File: config.mk
export PLATFORM = sky130hd
export DESIGN_NAME = wram_mem_arbiter
export DESIGN_NICKNAME = d
export VERILOG_FILES = /design/src/rtl/saturn_mem_pkg.sv /design/src/rtl/rr_arb3.sv /design/src/rtl/wram_mem_arbiter.sv
export SDC_FILE = /design/constraint.sdc
export NUM_CORES = 1
export LEC_CHECK = 0
export CAP_MARGIN = 40
export CORE_MARGIN = 5
export CORE_UTILIZATION = 40
export CTS_CLUSTER_SIZE = 16
export DETAILED_ROUTE_END_ITERATION = 8
export MAX_ROUTING_LAYER = met4
export PLACE_DENSITY_LB_ADDON = 0.3
export SLEW_MARGIN = 25
export SYNTH_ARGS = -nofsm -noshare
export SYNTH_HDL_FRONTEND = slang
export SYNTH_SLANG_ARGS = --single-unit
File: constraint.sdc
create_clock -name CLK -period 3.85 [get_ports CLK]
set_input_delay 0.77 -clock CLK [delete_from_list [all_inputs] [get_ports CLK]]
set_output_delay 0.77 -clock CLK [all_outputs]
set_load 0.02 [all_outputs]
File: src/rtl/saturn_mem_pkg.sv
// Shared types and constants for the external memory port arbiter.
package saturn_mem_pkg;

   typedef enum logic [1:0] {
      ROM  = 2'd0,
      RAML = 2'd1,
      RAMH = 2'd2,
      RSVD = 2'd3
   } region_t;

   typedef enum logic [1:0] {
      IDLE  = 2'd0,
      ISSUE = 2'd1,
      WAIT  = 2'd2,
      DONE  = 2'd3
   } arb_state_t;

   localparam logic [31:0] DEAD_READ = 32'hFFFF_FFFF;

endpackage

File: src/rtl/rr_arb3.sv
// Three-way round-robin grant; search starts at the port after the last one served.
module rr_arb3 (
   input  logic [2:0] req,
   input  logic [1:0] last,
   output logic [2:0] gnt,
   output logic [1:0] idx
);

   logic [2:0] cand;

   always_comb begin
      gnt  = '0;
      idx  = last;
      cand = '0;
      for (int i = 1; i <= 3; i++) begin
         cand = ({1'b0, last} + 3'(i)) % 3'd3;
         if (gnt == 3'b000 && req[cand[1:0]]) begin
            gnt[cand[1:0]] = 1'b1;
            idx            = cand[1:0];
         end
      end
   end

endmodule

File: src/rtl/wram_mem_arbiter.sv
// Serialises MSH/SSH/DMA accesses onto the shared BIOS ROM / work RAM port,
// one single-beat cycle at a time, with a timeout guard on MEM_RDY.
module wram_mem_arbiter
   import saturn_mem_pkg::*;
#(
   parameter int unsigned TIMEOUT       = 255,
   parameter bit          ROM_WR_IGNORE = 1'b1
) (
   input  logic        CLK,
   input  logic        RST_N,
   input  logic        CE_R,
   input  logic        P0_REQ,
   input  logic        P0_WE,
   input  logic [1:0]  P0_SEL,
   input  logic [24:0] P0_A,
   input  logic [31:0] P0_D,
   input  logic [3:0]  P0_DQM_N,
   output logic [31:0] P0_Q,
   output logic        P0_ACK,
   input  logic        P1_REQ,
   input  logic        P1_WE,
   input  logic [1:0]  P1_SEL,
   input  logic [24:0] P1_A,
   input  logic [31:0] P1_D,
   input  logic [3:0]  P1_DQM_N,
   output logic [31:0] P1_Q,
   output logic        P1_ACK,
   input  logic        P2_REQ,
   input  logic        P2_WE,
   input  logic [1:0]  P2_SEL,
   input  logic [24:0] P2_A,
   input  logic [31:0] P2_D,
   input  logic [3:0]  P2_DQM_N,
   output logic [31:0] P2_Q,
   output logic        P2_ACK,
   output logic [24:0] MEM_A,
   output logic [31:0] MEM_DO,
   input  logic [31:0] MEM_DI,
   output logic [3:0]  MEM_DQM_N,
   output logic        MEM_RD_N,
   output logic        MEM_WR_N,
   output logic        ROM_CS_N,
   output logic        RAML_CS_N,
   output logic        RAMH_CS_N,
   input  logic        MEM_RDY,
   output logic        TO_ERR
);

   localparam logic [7:0] TO_LAST = 8'(TIMEOUT - 1);

   arb_state_t       state_q;
   logic [1:0]       last_q;
   logic [1:0]       idx_q;
   logic             we_q;
   logic [24:0]      mem_a_q;
   logic [31:0]      mem_do_q;
   logic [3:0]       mem_dqm_n_q;
   logic             rd_n_q;
   logic             wr_n_q;
   logic [2:0]       cs_n_q;
   logic [7:0]       cnt_q;
   logic [2:0]       ack_q;
   logic [2:0][31:0] q_q;
   logic             to_err_q;

   logic [2:0]  req_v;
   logic [2:0]  gnt_vec;
   logic [1:0]  gnt_idx;
   logic        g_we;
   region_t     g_sel;
   logic [24:0] g_a;
   logic [31:0] g_d;
   logic [3:0]  g_dqm_n;

   assign req_v = {P2_REQ, P1_REQ, P0_REQ};

   rr_arb3 u_arb (
      .req  (req_v),
      .last (last_q),
      .gnt  (gnt_vec),
      .idx  (gnt_idx)
   );

   always_comb begin
      g_we    = P0_WE;
      g_sel   = region_t'(P0_SEL);
      g_a     = P0_A;
      g_d     = P0_D;
      g_dqm_n = P0_DQM_N;
      case (gnt_idx)
         2'd1: begin
            g_we    = P1_WE;
            g_sel   = region_t'(P1_SEL);
            g_a     = P1_A;
            g_d     = P1_D;
            g_dqm_n = P1_DQM_N;
         end
         2'd2: begin
            g_we    = P2_WE;
            g_sel   = region_t'(P2_SEL);
            g_a     = P2_A;
            g_d     = P2_D;
            g_dqm_n = P2_DQM_N;
         end
         default: ;
      endcase
   end

   always_ff @(posedge CLK or negedge RST_N) begin
      if (!RST_N) begin
         state_q     <= IDLE;
         last_q      <= 2'd2;
         idx_q       <= 2'd0;
         we_q        <= 1'b0;
         mem_a_q     <= '0;
         mem_do_q    <= '0;
         mem_dqm_n_q <= 4'hF;
         rd_n_q      <= 1'b1;
         wr_n_q      <= 1'b1;
         cs_n_q      <= 3'b111;
         cnt_q       <= '0;
         ack_q       <= '0;
         q_q         <= '0;
         to_err_q    <= 1'b0;
      end else if (CE_R) begin
         ack_q <= '0;
         case (state_q)
            IDLE: begin
               if (|req_v) begin
                  idx_q       <= gnt_idx;
                  we_q        <= g_we;
                  mem_a_q     <= g_a;
                  mem_do_q    <= g_d;
                  mem_dqm_n_q <= g_dqm_n;
                  if (g_sel == RSVD) begin
                     q_q[gnt_idx] <= DEAD_READ;
                     ack_q        <= gnt_vec;
                     state_q      <= DONE;
                  end else if (g_sel == ROM && g_we && ROM_WR_IGNORE) begin
                     ack_q   <= gnt_vec;
                     state_q <= DONE;
                  end else begin
                     // Strobes are registered so they appear in the ISSUE cycle.
                     cs_n_q  <= ~(3'b001 << g_sel);
                     rd_n_q  <= g_we;
                     wr_n_q  <= ~g_we;
                     state_q <= ISSUE;
                  end
               end
            end
            ISSUE: begin
               cnt_q   <= '0;
               state_q <= WAIT;
            end
            WAIT: begin
               if (MEM_RDY || cnt_q == TO_LAST) begin
                  cs_n_q  <= 3'b111;
                  rd_n_q  <= 1'b1;
                  wr_n_q  <= 1'b1;
                  ack_q   <= 3'b001 << idx_q;
                  state_q <= DONE;
                  if (MEM_RDY) begin
                     if (!we_q) q_q[idx_q] <= MEM_DI;
                  end else begin
                     q_q[idx_q] <= DEAD_READ;
                     to_err_q   <= 1'b1;
                  end
               end else begin
                  cnt_q <= cnt_q + 8'd1;
               end
            end
            DONE: begin
               last_q  <= idx_q;
               state_q <= IDLE;
            end
            default: state_q <= IDLE;
         endcase
      end
   end

   assign P0_Q      = q_q[0];
   assign P1_Q      = q_q[1];
   assign P2_Q      = q_q[2];
   assign P0_ACK    = ack_q[0];
   assign P1_ACK    = ack_q[1];
   assign P2_ACK    = ack_q[2];
   assign MEM_A     = mem_a_q;
   assign MEM_DO    = mem_do_q;
   assign MEM_DQM_N = mem_dqm_n_q;
   assign MEM_RD_N  = rd_n_q;
   assign MEM_WR_N  = wr_n_q;
   assign ROM_CS_N  = cs_n_q[0];
   assign RAML_CS_N = cs_n_q[1];
   assign RAMH_CS_N = cs_n_q[2];
   assign TO_ERR    = to_err_q;

endmodule

==> impl_metrics.toml <==
[global_routing]
grt_start_max_net_pins = 98
grt_pass1_vias = 9861
grt_pass1_wl_mm = 55.1
antenna_found_initial = 3
grt.overflow.total = 0
track_usage_pct = 25.6

[sta]
tightest_slew_ns = 0.674
setup_violations = 0
post-route-period-util_pct = 97.1
max_slew_margin_pct = 55.1
hold_violations = 0
fmax_ghz = 0.268
finalClockSkew_ns = 0.0262
fin_crit_ns = 3.74
finalSetupTns_ns = 0
slew_violations = 0
finalWorstSetupSlack_ns = 0.113

[synthesis]
synthCells = 1143
syn_area_um2 = 9700
synth_seq_cells = 181
avgSynthCellArea_um2 = 8.49
synth_cell_types = 50
ys.flop_type = "dfrtp_1"
synth_fp_nets = 1386
synth_edf_count = 0
async_flop_share_pct = 100
yosysWarnings = 0
synth_seq_area_share_pct = 46.8

[drt]
wl_mm = 36.6
post-route-drc-count = 0
dr_total_vias = 9923
antenna_left = 0
wire_per_inst_um = 19.7
drt-vias-per-instance = 5.34
drt_first_pass_iters = 5
drt_iter0_markers = 683

[cts]
htreeDepth = 4
clkTransAtPathRegs_ns = 0.08
root_buffer = "clkbuf_16"
cts_buffers = 17
cts_tree = "done"
clockBufferDepth = 2
cts_num_sinks = 181
clk_latency_ns = 0.44

[worst_setup_path]
reg2reg_from = "last_q[1]"
cp.arrival_ns = 4.08
r2r_end = "cs_n_q[0]"
reg2reg_depth = 16
crit_path_start_kind = "flop"
crit_fanout = 9
end_kind = "flop"
crit_type = "flop to flop"
worst-r2r-setup-slack_ns = 0.11
cp.required_ns = 4.19

[place]
dp_hpwl_mm = 26.4
placed_cells = 1815
port-buffer-count = 396
post-place-ws_ns = -0.352
place_area_um2 = 14300
globalplace.congestion = 0.894

[pwr]
power_density_nw_per_um2 = 1120
p_leak_nw = 6.25
irDropWorstVdd_mv = 1.11
seqPwrFrac_pct = 21.1
combinationalPowerShare_pct = 68.4
swShare_pct = 47.6
switchingPower_mw = 8.02
p_total_mw = 16.9
clkPwrFrac_pct = 10.5
intPower_mw = 8.84

[final_layout]
final_common_cell = "clkdlybuf4s50_1"
layout-drive-gt1-share_pct = 9.35
final_area_um2 = 15100
instances_no_fill = 1857
final_cell_mix = "clkdlybuf4s50_1, nor2_1, dfrtp_1"
fillers = 2103
nNetsFinal = 1760
syn_to_final_growth_pct = 55.6

[die]
initial_core_util_pct = 40.3
fp.dieArea_um2 = 27500
die_h_um = 166
io_pins = 397
die_width_um = 166
fp.coreArea_um2 = 24100
rows = 57

[job]
max-cap-violations = 0

[status]
status = "completed"

[min_path]
holdCritPathClass = "input pin to async pin"
worst max path at each step:
stage | cells past startpoint | startpoint | end | slack [ns]
after floorplan | 16 | last_q[1] | P2_Q[10] | 0.14
after global placement | 15 | P2_REQ | P1_Q[8] | -0.24
after detailed placement | 15 | P2_REQ | P2_Q[30] | -0.35
after CTS | 16 | last_q[0] | P2_Q[30] | 0.0002
after global routing | 16 | last_q[1] | MEM_RD_N | -0.03
final | 16 | last_q[1] | cs_n_q[0] | 0.11
repair_timing:
action | in CTS | in global routing
buffers inserted | 0 | 2
endpoints found under the setup margin | 77 | 105
hold buffers | 0 | 0
gates cloned | 0 | 5
pin swaps | 0 | 7
resized for setup | 1 | 25
state kept, by name, indices dropped and copies added, names as in the netlist:
name	cells
ack_q	3
MEM_WR_N	1
TO_ERR	1
MEM_DQM_N	4
MEM_DO	32
idx_q	2
we_q	1
P0_Q	32
MEM_RD_N	1
P1_Q	32
last_q	2
MEM_A	25
state_q	2
cs_n_q	3
P2_Q	32
cnt_q	8
worst max-delay path, stage by stage (launching register included):
cell and delay [ns]:
dfstp_2 0.61, inv_1 0.10, ha_4 0.21, mux2i_4 0.18, a2bb2oi_2 0.21, nand3_2 0.11, mux2_4 0.31, mux2_4 0.28
ha_2 0.22, buf_4 0.14, buf_4 0.12, a22o_1 0.21, mux2i_2 0.25, nor3_1 0.10, o22ai_1 0.16, nand2_2 0.13
mux2_2 0.31
per-stage QoR:
step / utilization (%) / hold WS [ns]
global placement: 59.2 / 0.461
global route: 62.6 / 0.397
finish: 62.6 / 0.340
CTS: 61.6 / 0.389
detailed placement: 59.2 / 0.462
floorplan: - / 0.474
kinds of logic after synthesis:
logic type / after synthesis / share of synthesized area, %
compound gates: 421 / 28.1
xor+xnor: 6 / 0.542
fa+ha+maj: 12 / 1.55
buf+inv: 112 / 4.73
flops: 181 / 46.8
mux: 13 / 1.68
simple gates: 398 / 16.6
Yosys cell counts, types with 6 or more instances:
master    instances  share of area (%)
xor2_1            6               0.54
nor2_1          209                8.1
nor2b_1           6               0.39
dfstp_2          10                2.7
o22a_1           97                8.8
nand3_1           8               0.41
o21ai_0         129                6.7
dfrtp_1         171                 44
buf_2            19               0.98
nand2_1         145                5.6
a22oi_1          68                5.3
ha_1             12                1.5
clkbuf_1         66                2.6
inv_1            13               0.50
buf_1            11               0.43
a21oi_1         103                5.3
power by group through the flow:
stage	logic [mW]	clock network, mW	registers [mW]
floorplan	5.73	0	4.39
global placement	10.9	0	3.52
detailed placement	11.2	0	3.56
CTS	11.2	1.79	3.54
global route	12.6	1.88	3.67
finish	11.5	1.77	3.56
metal layers:
metal / global-route usage, % / wire length, um / vias to the layer above
met5: - / 0 / -
met4: 5.88 / 586 / 0
met3: 9.69 / 3360 / 28
met2: 42.5 / 18400 / 385
met1: 29.6 / 14300 / 4737
li1: - / - / 4773
layout make-up:
| cell class | instances | area, um^2 | share of cell area (%) |
|---|---|---|---|
| inverters | 14 | 52.6 | 0.348 |
| well taps | 324 | 405 | 2.69 |
| clock buffers | 17 | 425 | 2.82 |
| multi-input cells | 850 | 4860 | 32.2 |
| diodes | 3 | 7.51 | 0.0497 |
| flip-flops and latches | 181 | 4540 | 30.1 |
| clock inverters | 15 | 168 | 1.11 |
| repair buffers | 453 | 4640 | 30.7 |
Note: power is estimated with default switching activity, not from simulation.
